`src/rtl/sampling_pkg.sv`:
```
// Shared types and sizing helpers for the sample capture sequencer.
package sampling_pkg;

    typedef enum logic [2:0] {
        StIdle,
        StSkip,
        StCapture,
        StSerial,
        StFull
    } cap_state_e;

    // Number of SRAM words addressable with an aw-bit address.
    function automatic int unsigned depth_of(input int unsigned aw);
        return 32'd1 << aw;
    endfunction

    // Width of a channel index; at least one bit so NCH=1 still has a legal vector.
    function automatic int unsigned chan_idx_w(input int unsigned nch);
        return (nch > 1) ? $clog2(nch) : 1;
    endfunction

endpackage

```
`src/rtl/chan_serializer.sv`:
```
// Latches one NCH-channel conversion and emits its words on consecutive cycles,
// channel 0 first. valid/data are registered; done marks the last word. abort
// drops any remaining words.
module chan_serializer
    import sampling_pkg::*;
#(
    parameter int unsigned DW  = 16,
    parameter int unsigned NCH = 1
) (
    input  logic            clk,
    input  logic            rst,
    input  logic            load,
    input  logic [NCH*DW-1:0] load_data,
    input  logic            abort,
    output logic            valid,
    output logic [DW-1:0]   data,
    output logic            done
);

    localparam int unsigned IdxW = chan_idx_w(NCH);
    localparam logic [IdxW-1:0] LastIdx = IdxW'(NCH - 1);

    logic [NCH*DW-1:0] shadow_q;
    logic [IdxW-1:0]   idx_q;
    logic              valid_q;
    logic [DW-1:0]     data_q;

    // Shift-out register: shadow holds the channels not yet presented on data.
    always_ff @(posedge clk) begin
        if (!rst) begin
            shadow_q <= '0;
            idx_q    <= '0;
            valid_q  <= 1'b0;
            data_q   <= '0;
        end else if (abort) begin
            valid_q  <= 1'b0;
            idx_q    <= '0;
        end else if (load) begin
            shadow_q <= load_data >> DW;
            data_q   <= load_data[DW-1:0];
            idx_q    <= '0;
            valid_q  <= 1'b1;
        end else if (valid_q) begin
            if (idx_q == LastIdx) begin
                valid_q <= 1'b0;
                idx_q   <= '0;
            end else begin
                idx_q    <= idx_q + IdxW'(1);
                data_q   <= shadow_q[DW-1:0];
                shadow_q <= shadow_q >> DW;
            end
        end
    end

    // Output view of the serializer state.
    always_comb begin
        valid = valid_q;
        data  = data_q;
        done  = valid_q && (idx_q == LastIdx);
    end

endmodule

```
`src/rtl/sample_capture_ctrl.sv`:
```
// Capture sequencer between the ADC host and the sample SRAM. An arm edge
// enables the ADC, drops the first (stale) conversion, then writes NCH words
// per kept conversion to consecutive addresses until 2**AW words are stored.
// Optional build macro CAPTURE_AVG_EN: each write group is the truncated mean of
// 2**AVG_LOG2 kept conversions instead of a raw sample.
module sample_capture_ctrl
    import sampling_pkg::*;
#(
    parameter int unsigned DW  = 16,
    parameter int unsigned AW  = 16,
    parameter int unsigned NCH = 1,
    parameter int unsigned DEC = 0
`ifdef CAPTURE_AVG_EN
    ,
    parameter int unsigned AVG_LOG2 = 2
`endif
) (
    input  logic              clk,
    input  logic              rst,
    input  logic              arm,
    input  logic              sample_valid,
    input  logic [NCH*DW-1:0] sample_data,
    output logic              adc_en,
    output logic              wen,
    output logic [AW-1:0]     waddr,
    output logic [DW-1:0]     wdata,
    output logic              full,
    output logic              busy,
    output logic              overrun,
    output logic [AW:0]       words
);

    localparam int unsigned Depth  = depth_of(AW);
    localparam logic [AW:0] DepthW = (AW+1)'(Depth);
    localparam logic [7:0]  DecMax = 8'(DEC);

    cap_state_e state_q, state_d;

    logic              arm_q;
    logic              arm_edge;
    logic [AW-1:0]     waddr_q;
    logic [AW:0]       words_q;
    logic [7:0]        dec_q;
    logic              overrun_q;
    logic              kept_conv;
    logic              group_ready;
    logic              load_req;
    logic [NCH*DW-1:0] load_data;
    logic              ser_valid;
    logic              ser_done;
    logic [DW-1:0]     ser_data;

    assign arm_edge  = arm & ~arm_q;
    assign kept_conv = sample_valid && (dec_q == 8'd0);
    assign load_req  = (state_q == StCapture) && kept_conv && group_ready;

`ifdef CAPTURE_AVG_EN
    localparam int unsigned AccW    = DW + AVG_LOG2;
    localparam logic [7:0]  AvgLast = 8'((32'd1 << AVG_LOG2) - 1);

    logic [AccW-1:0] acc_q   [NCH];
    logic [AccW-1:0] acc_sum [NCH];
    logic [7:0]      avg_cnt_q;

    assign group_ready = (avg_cnt_q == AvgLast);

    // Running sum including the conversion on sample_data; its mean feeds the serializer.
    always_comb begin
        load_data = '0;
        for (int c = 0; c < NCH; c++) begin
            acc_sum[c] = acc_q[c] + AccW'(sample_data[c*DW +: DW]);
            load_data[c*DW +: DW] = DW'(acc_sum[c] >> AVG_LOG2);
        end
    end

    // Accumulate kept conversions; restart after each write group and on arm.
    always_ff @(posedge clk) begin
        if (!rst || arm_edge) begin
            avg_cnt_q <= '0;
            for (int c = 0; c < NCH; c++) acc_q[c] <= '0;
        end else if ((state_q == StCapture) && kept_conv) begin
            if (group_ready) begin
                avg_cnt_q <= '0;
                for (int c = 0; c < NCH; c++) acc_q[c] <= '0;
            end else begin
                avg_cnt_q <= avg_cnt_q + 8'd1;
                for (int c = 0; c < NCH; c++) acc_q[c] <= acc_sum[c];
            end
        end
    end
`else
    assign group_ready = 1'b1;
    assign load_data   = sample_data;
`endif

    chan_serializer #(
        .DW  (DW),
        .NCH (NCH)
    ) u_ser (
        .clk       (clk),
        .rst       (rst),
        .load      (load_req && !arm_edge),
        .load_data (load_data),
        .abort     (arm_edge),
        .valid     (ser_valid),
        .data      (ser_data),
        .done      (ser_done)
    );

    // State register.
    always_ff @(posedge clk) begin
        if (!rst) state_q <= StIdle;
        else      state_q <= state_d;
    end

    // Next-state logic; an arm edge restarts from any state.
    always_comb begin
        state_d = state_q;
        if (arm_edge) begin
            state_d = StSkip;
        end else begin
            unique case (state_q)
                StIdle:    state_d = StIdle;
                StSkip:    if (sample_valid) state_d = StCapture;
                StCapture: if (load_req) state_d = StSerial;
                StSerial:  if (ser_done) state_d = (words_q + (AW+1)'(1) == DepthW) ? StFull
                                                                                   : StCapture;
                StFull:    state_d = StFull;
                default:   state_d = StIdle;
            endcase
        end
    end

    // Arm edge detect, address/word counters, decimation and overrun tracking.
    always_ff @(posedge clk) begin
        if (!rst) begin
            arm_q     <= 1'b0;
            waddr_q   <= '0;
            words_q   <= '0;
            dec_q     <= '0;
            overrun_q <= 1'b0;
        end else begin
            arm_q <= arm;
            if (arm_edge) begin
                waddr_q   <= '0;
                words_q   <= '0;
                dec_q     <= '0;
                overrun_q <= 1'b0;
            end else begin
                // waddr wraps to 0 after the last word, words saturates naturally at DEPTH.
                if (ser_valid) begin
                    waddr_q <= waddr_q + AW'(1);
                    words_q <= words_q + (AW+1)'(1);
                end
                if (sample_valid && (state_q == StCapture || state_q == StSerial)) begin
                    dec_q <= (dec_q == DecMax) ? 8'd0 : dec_q + 8'd1;
                end
                if (sample_valid && (state_q == StSerial)) overrun_q <= 1'b1;
            end
        end
    end

    // Moore outputs decoded from state plus registered datapath values.
    always_comb begin
        adc_en  = (state_q == StSkip) || (state_q == StCapture) || (state_q == StSerial);
        busy    = adc_en;
        full    = (state_q == StFull);
        wen     = ser_valid;
        wdata   = ser_data;
        waddr   = waddr_q;
        words   = words_q;
        overrun = overrun_q;
    end

endmodule

```
`config.mk`:
```
export PLATFORM = sky130hd
export DESIGN_NAME = sample_capture_ctrl
export DESIGN_NICKNAME = d
export VERILOG_FILES = /design/src/rtl/sampling_pkg.sv /design/src/rtl/chan_serializer.sv /design/src/rtl/sample_capture_ctrl.sv
export SDC_FILE = /design/constraint.sdc
export NUM_CORES = 1
export LEC_CHECK = 0
export ABC_AREA = 1
export BUFFER_PORTS_ARGS = -buffer_cell sky130_fd_sc_hd__buf_2
export CORE_ASPECT_RATIO = 1.75
export CORE_MARGIN = 4
export CORE_UTILIZATION = 52
export DETAILED_ROUTE_END_ITERATION = 6
export PLACE_DENSITY = 0.81
export REMOVE_ABC_BUFFERS = 1
export SLEW_MARGIN = 20
export SYNTH_ARGS = -nofsm -noshare
export SYNTH_HDL_FRONTEND = slang
export SYNTH_HIERARCHICAL = 1
export SYNTH_SLANG_ARGS = --single-unit
```
`constraint.sdc`:
```
create_clock -name clk -period 3.22 [get_ports clk]
set_clock_uncertainty 0.05 [all_clocks]
set_input_delay 0.483 -clock clk [delete_from_list [all_inputs] [get_ports clk]]
set_output_delay 0.483 -clock clk [all_outputs]
set_load 0.02 [all_outputs]
```
# After elaboration in Yosys (flattened, before gate mapping)
# Cells that the tools add are included.
# op_classes
bitwise_logic,5
reduce_logical,18
n_addsub,4
n_mux,17
n_eq_ne,11
# op_table
op,n
$mux W16,6
$add A17 B1 Y17 const B,1
$eq A17 B17 Y1 const B,1
$add A16 B1 Y16 const B,1
$mux W3,4
$pmux W3 S4,1
$ne A3 B3 Y1 const B,3
$reduce_and A3 Y1,3
$add A8 B1 Y8 const B,1
$logic_not A8 Y1,1
$mux W8,1
$eq A3 B2 Y1 const B,2
$logic_and A1 B1 Y1,6
$ne A2 B2 Y1 const B,3
$mux W1,5
$not A1 Y1,4
$reduce_bool A2 Y1,2
$eq A3 B1 Y1 const B,1
$eq A3 B3 Y1 const B,1
$logic_or A1 B1 Y1,3
$reduce_or A3 Y1,1
$reduce_or A2 Y1,1
$add A1 B1 Y1 const B,1
$and A1 B1 Y1,1
$logic_not A1 Y1,1
# word_totals
regBits,80

# Longest topological paths before layout
# logic_depth
depth_word,6
depth_mapped,12
depth_no_buf,12

# By module
# Netlist, hierarchy kept.
# by_module_without_submodules
mod,area_per_inst_um2,cells_each,instances
sample_capture_ctrl,2531.2,371,1
chan_serializer,732.0,109,1

# Worst setup path before layout
# Ideal clock, no wire load.
# synth_path
path_type,register to register
start,register words_q[0] (netlist: words[0])
end,register state_q[1]
setup_slack_ns,1.471
stages_incl_launch_ff,13
setup_time_ns,0.118
arrival_ns,1.581
required_time_ns,3.052
synth_period_minus_slack_ns,1.749
cell_sequence,dfxtp_1 > ha_1 > nand2_1 > nor2_4 > nand2_1 > nand2_1 > nand2_2 > nor2_2 > nand2_1 > nor2_2 > nand4_1 > nand2_1 > a21oi_2
# synth_between
elab_chain_cells,5
# synth_lines
element,line_no,source
start: declaration,sample_capture_ctrl.sv:42,logic [AW:0] words_q;
start signal: assignment,sample_capture_ctrl.sv:153,words_q <= words_q + (AW+1)'(1);
$add A17 B1 Y17,sample_capture_ctrl.sv:126,StSerial: if (ser_done) state_d = (words_q + (AW+1)'(1) == DepthW) ? StFull
$eq A17 B17 Y1,sample_capture_ctrl.sv:126,
$mux W3 (2 in series),sample_capture_ctrl.sv:126,
$pmux W3 S4,sample_capture_ctrl.sv:122,unique case (state_q)
end signal: assignment,sample_capture_ctrl.sv:112,if (!rst) state_q <= StIdle;
end signal: assignment,sample_capture_ctrl.sv:113,else state_q <= state_d;
end: declaration,sample_capture_ctrl.sv:37,"cap_state_e state_q, state_d;"
# Every way passes these cells. The select of a mux whose other input is x is not followed.
# A chain may end at the register's enable or synchronous reset.

# Final worst setup path
# layout_path
start,register u_ser.valid_q (netlist: u_ser/valid)
end,output port wen
# layout_rtl
element,line_no,source
start: declaration,chan_serializer.sv:25,logic valid_q;
start signal: assignment,chan_serializer.sv:33,valid_q <= 1'b0;
start signal: assignment,chan_serializer.sv:36,valid_q <= 1'b0;
start signal: assignment,chan_serializer.sv:42,valid_q <= 1'b1;
end: declaration,sample_capture_ctrl.sv:24,"output logic wen,"
# No word-level cell between the ends.

==> flow_summary.ini <==
[critical_path]
timing_worst_setup_path_type = flop to primary output
cp.arrival_ps = 1540
worstPathMaxFanout = 19
setup.worst_path.start_class = flop
critical_path.endpoint_type = primary output
r2r_slack_ps = 1150
worst-endpoint-required_ps = 2690

[final_layout]
finish.cell_count_without_fillers = 635
syn_to_final_growth_pct = 18.5
post-route-util_pct = 64.7
final_layout_size_suffix_gt1_share_pct = 22.6
antenna_cells_inserted = 0
layout.cell_area.non_filler_um2 = 3870
number_of_nets_in_the_finished_design = 576
fill_cell_count = 560

[yosys]
synthCells = 480
ys.warnings.count = 6
synth.cell_area_um2 = 3260
seq_area_frac_synth_pct = 38.7
postSynthRegisterBits = 63
synthTopCellsByArea = dfxtp_1 (39%), nand2_1 (10%), nor2_1 (8.5%)
yosysTopAreaCellShare_pct = 38.7
netlist.top_cell.by_area = dfxtp_1
syn_area_per_cell_um2 = 6.80
ys_types = 39

[grt]
grt_start_max_net_pins = 25
grt.met3_usage_pct = 5.16
grt_pass1_wl_um = 12600
gr-total-overflow = 0
grt_busiest_layer = met2
first_global_vias = 3004
gr-usage-all-layers_pct = 21.0
global_route.usage.met1_pct = 20.6
gr-usage-met2_pct = 38.6
antenna_found_initial = 0

[routing]
drt-pass1-iter-count = 4
postRouteAntennaNets = 0
routed_wire_length_per_instance_um = 11.6
route.final.wire_length_um = 7360
routed-via-count = 3163
detail_route.iter0.violations = 144
remaining_drc_errors = 0
post_drt_via_cell_ratio = 4.98

[placed_design]
gp_congestion = 0.816
place_area_um2 = 3670
dpl.hpwl_um = 5720
total_instance_count_after_detailed_placement = 619
dp_slack_ps = 1140
port_buffers = 73

[timing]
unrepaired_setup_endpoints_after_global_routing = false
slew_viol_final = 0
slew_headroom_pct = 58.7
totalNegativeSetupSlack_ps = 0
final_critical_path_time_including_i_o_delays_and_setup_ps = 2070
layout_worst_path_cycle_share_pct = 64.4
worst_hold_slack_ps = 295
hold_violations = 0
max_freq_mhz = 482
final.setup.worst_slack_ps = 1150
timing.final.setup_violations = 0
worst_pin_slew_ps = 619

[run_status]
status = completed

[floorplanning]
start_util_pct = 54.6
dieHeight_um = 113
design.portCount = 74
die_width_um = 67.9
coreArea_um2 = 5970
rows = 37
area_of_the_die_um2 = 7660

[power]
power.leakage_nw = 1.82
irDropWorstVdd_v = 0.000283
totalPowerFinal_mw = 1.55
power_per_standard_cell_area_nw_per_um2 = 401

[cts]
buffer_levels_on_the_longest_clock_path = 2
clkLatencyLatePin_ps = 340
tritoncts = yes
hold_buffers = 0
postCtsSetupBuffers = 0
tritoncts_num_sinks = 63
clock-root-buffer = clkbuf_8
clk_pin_slew_worst_paths_ps = 70
cts_made_buffers = 9
post_cts_resized = 0
htree_num_levels = 3

[hold_path]
hold_path.class = input pin to flop

[flow_run]
drv_cap = 0
## final timing paths
| check | startpoint | end | cells past startpoint |
|---|---|---|---|
| setup reg to reg | u_ser/valid | waddr[13] | 7 |
| hold / removal | arm | arm_q | 3 |
| setup / recovery | u_ser/valid | wen | 2 |
| hold reg to reg | overrun | overrun | 1 |
## flip-flops by register name (all words and copies together) (netlist names)
| register | count |
|---|---|
| words | 17 |
| state_q | 3 |
| u_ser/valid | 1 |
| dec_q | 8 |
| u_ser/data | 16 |
| overrun | 1 |
| arm_q | 1 |
| waddr | 16 |
## report_power, final
| part | internal, mW | switching [mW] | total, mW | leakage (nW) |
|---|---|---|---|---|
| registers | 0.788 | 0.00759 | 0.795 | 0.508 |
| logic | 0.0364 | 0.0694 | 0.106 | 1.22 |
| clock network | 0.363 | 0.287 | 0.649 | 0.0987 |
| total | 1.19 | 0.364 | 1.55 | 1.82 |
## cell families (layout without fill, tap and decap cells)
group	after synthesis	in the layout	share of synthesized area [%]
flip-flops	63	63	38.7
AND/OR/NAND/NOR	257	257	36.8
AO/OA/AOI/OAI	60	60	10.8
buffers and inverters	94	171	11.7
XOR/XNOR	2	2	0.537
adder cells (fa/ha/maj)	4	4	1.53
## layout make-up
| class | count | area [µm²] | area share, % |
|---|---|---|---|
| clock inverters | 2 | 12.5 | 0.324 |
| multi-input cells | 323 | 1630 | 42.1 |
| repair buffers | 76 | 388 | 10.0 |
| inverters | 79 | 297 | 7.67 |
| well taps | 78 | 97.6 | 2.52 |
| flip-flops and latches | 63 | 1260 | 32.6 |
| clock buffers | 14 | 183 | 4.72 |
## placed cells by master (no fill, tap or decap), types with 3 or more instances in the layout
cell type	Yosys	layout
nor2_1	74	74
o21ai_0	13	13
nand2_1	91	91
o21ai_1	3	3
ha_1	4	4
o211ai_1	9	9
nand2_2	5	5
nand4_1	11	11
buf_4	4	3
nand3_1	41	41
inv_2	7	7
clkbuf_8	0	13
buf_2	4	73
o21a_1	4	4
nor2_4	7	7
dfxtp_1	63	63
nor2_2	7	7
a21oi_1	25	25
inv_1	72	72
nor3_1	6	6
## worst max-delay path, stage by stage (launching register included)
cell	delay [ps]
dfxtp_1	720
buf_4	300
buf_2	190
## cells in the mapped netlist (all sizes together)
master / number
dfxtp: 63
a21boi: 1
nor3b: 4
o21bai: 1
or2: 2
clkbuf: 5
nor3: 8
o211ai: 9
nor2: 88
and2: 1
o21a: 4
xnor2: 2
nand4: 11
a21oi: 26
nand3: 43
a31oi: 1
nor4: 1
and3: 2
nand2: 96
ha: 4
buf: 10
inv: 79
nand3b: 1
a21o: 1
o21ai: 16
a211oi: 1
## routing by layer
layer / vias up / wire length, µm
li1: 1670 / -
met5: - / 0
met4: 0 / 265
met1: 1394 / 2830
met2: 75 / 3890
met3: 24 / 374
No activity file was read; power rests on OpenSTA's default activity.
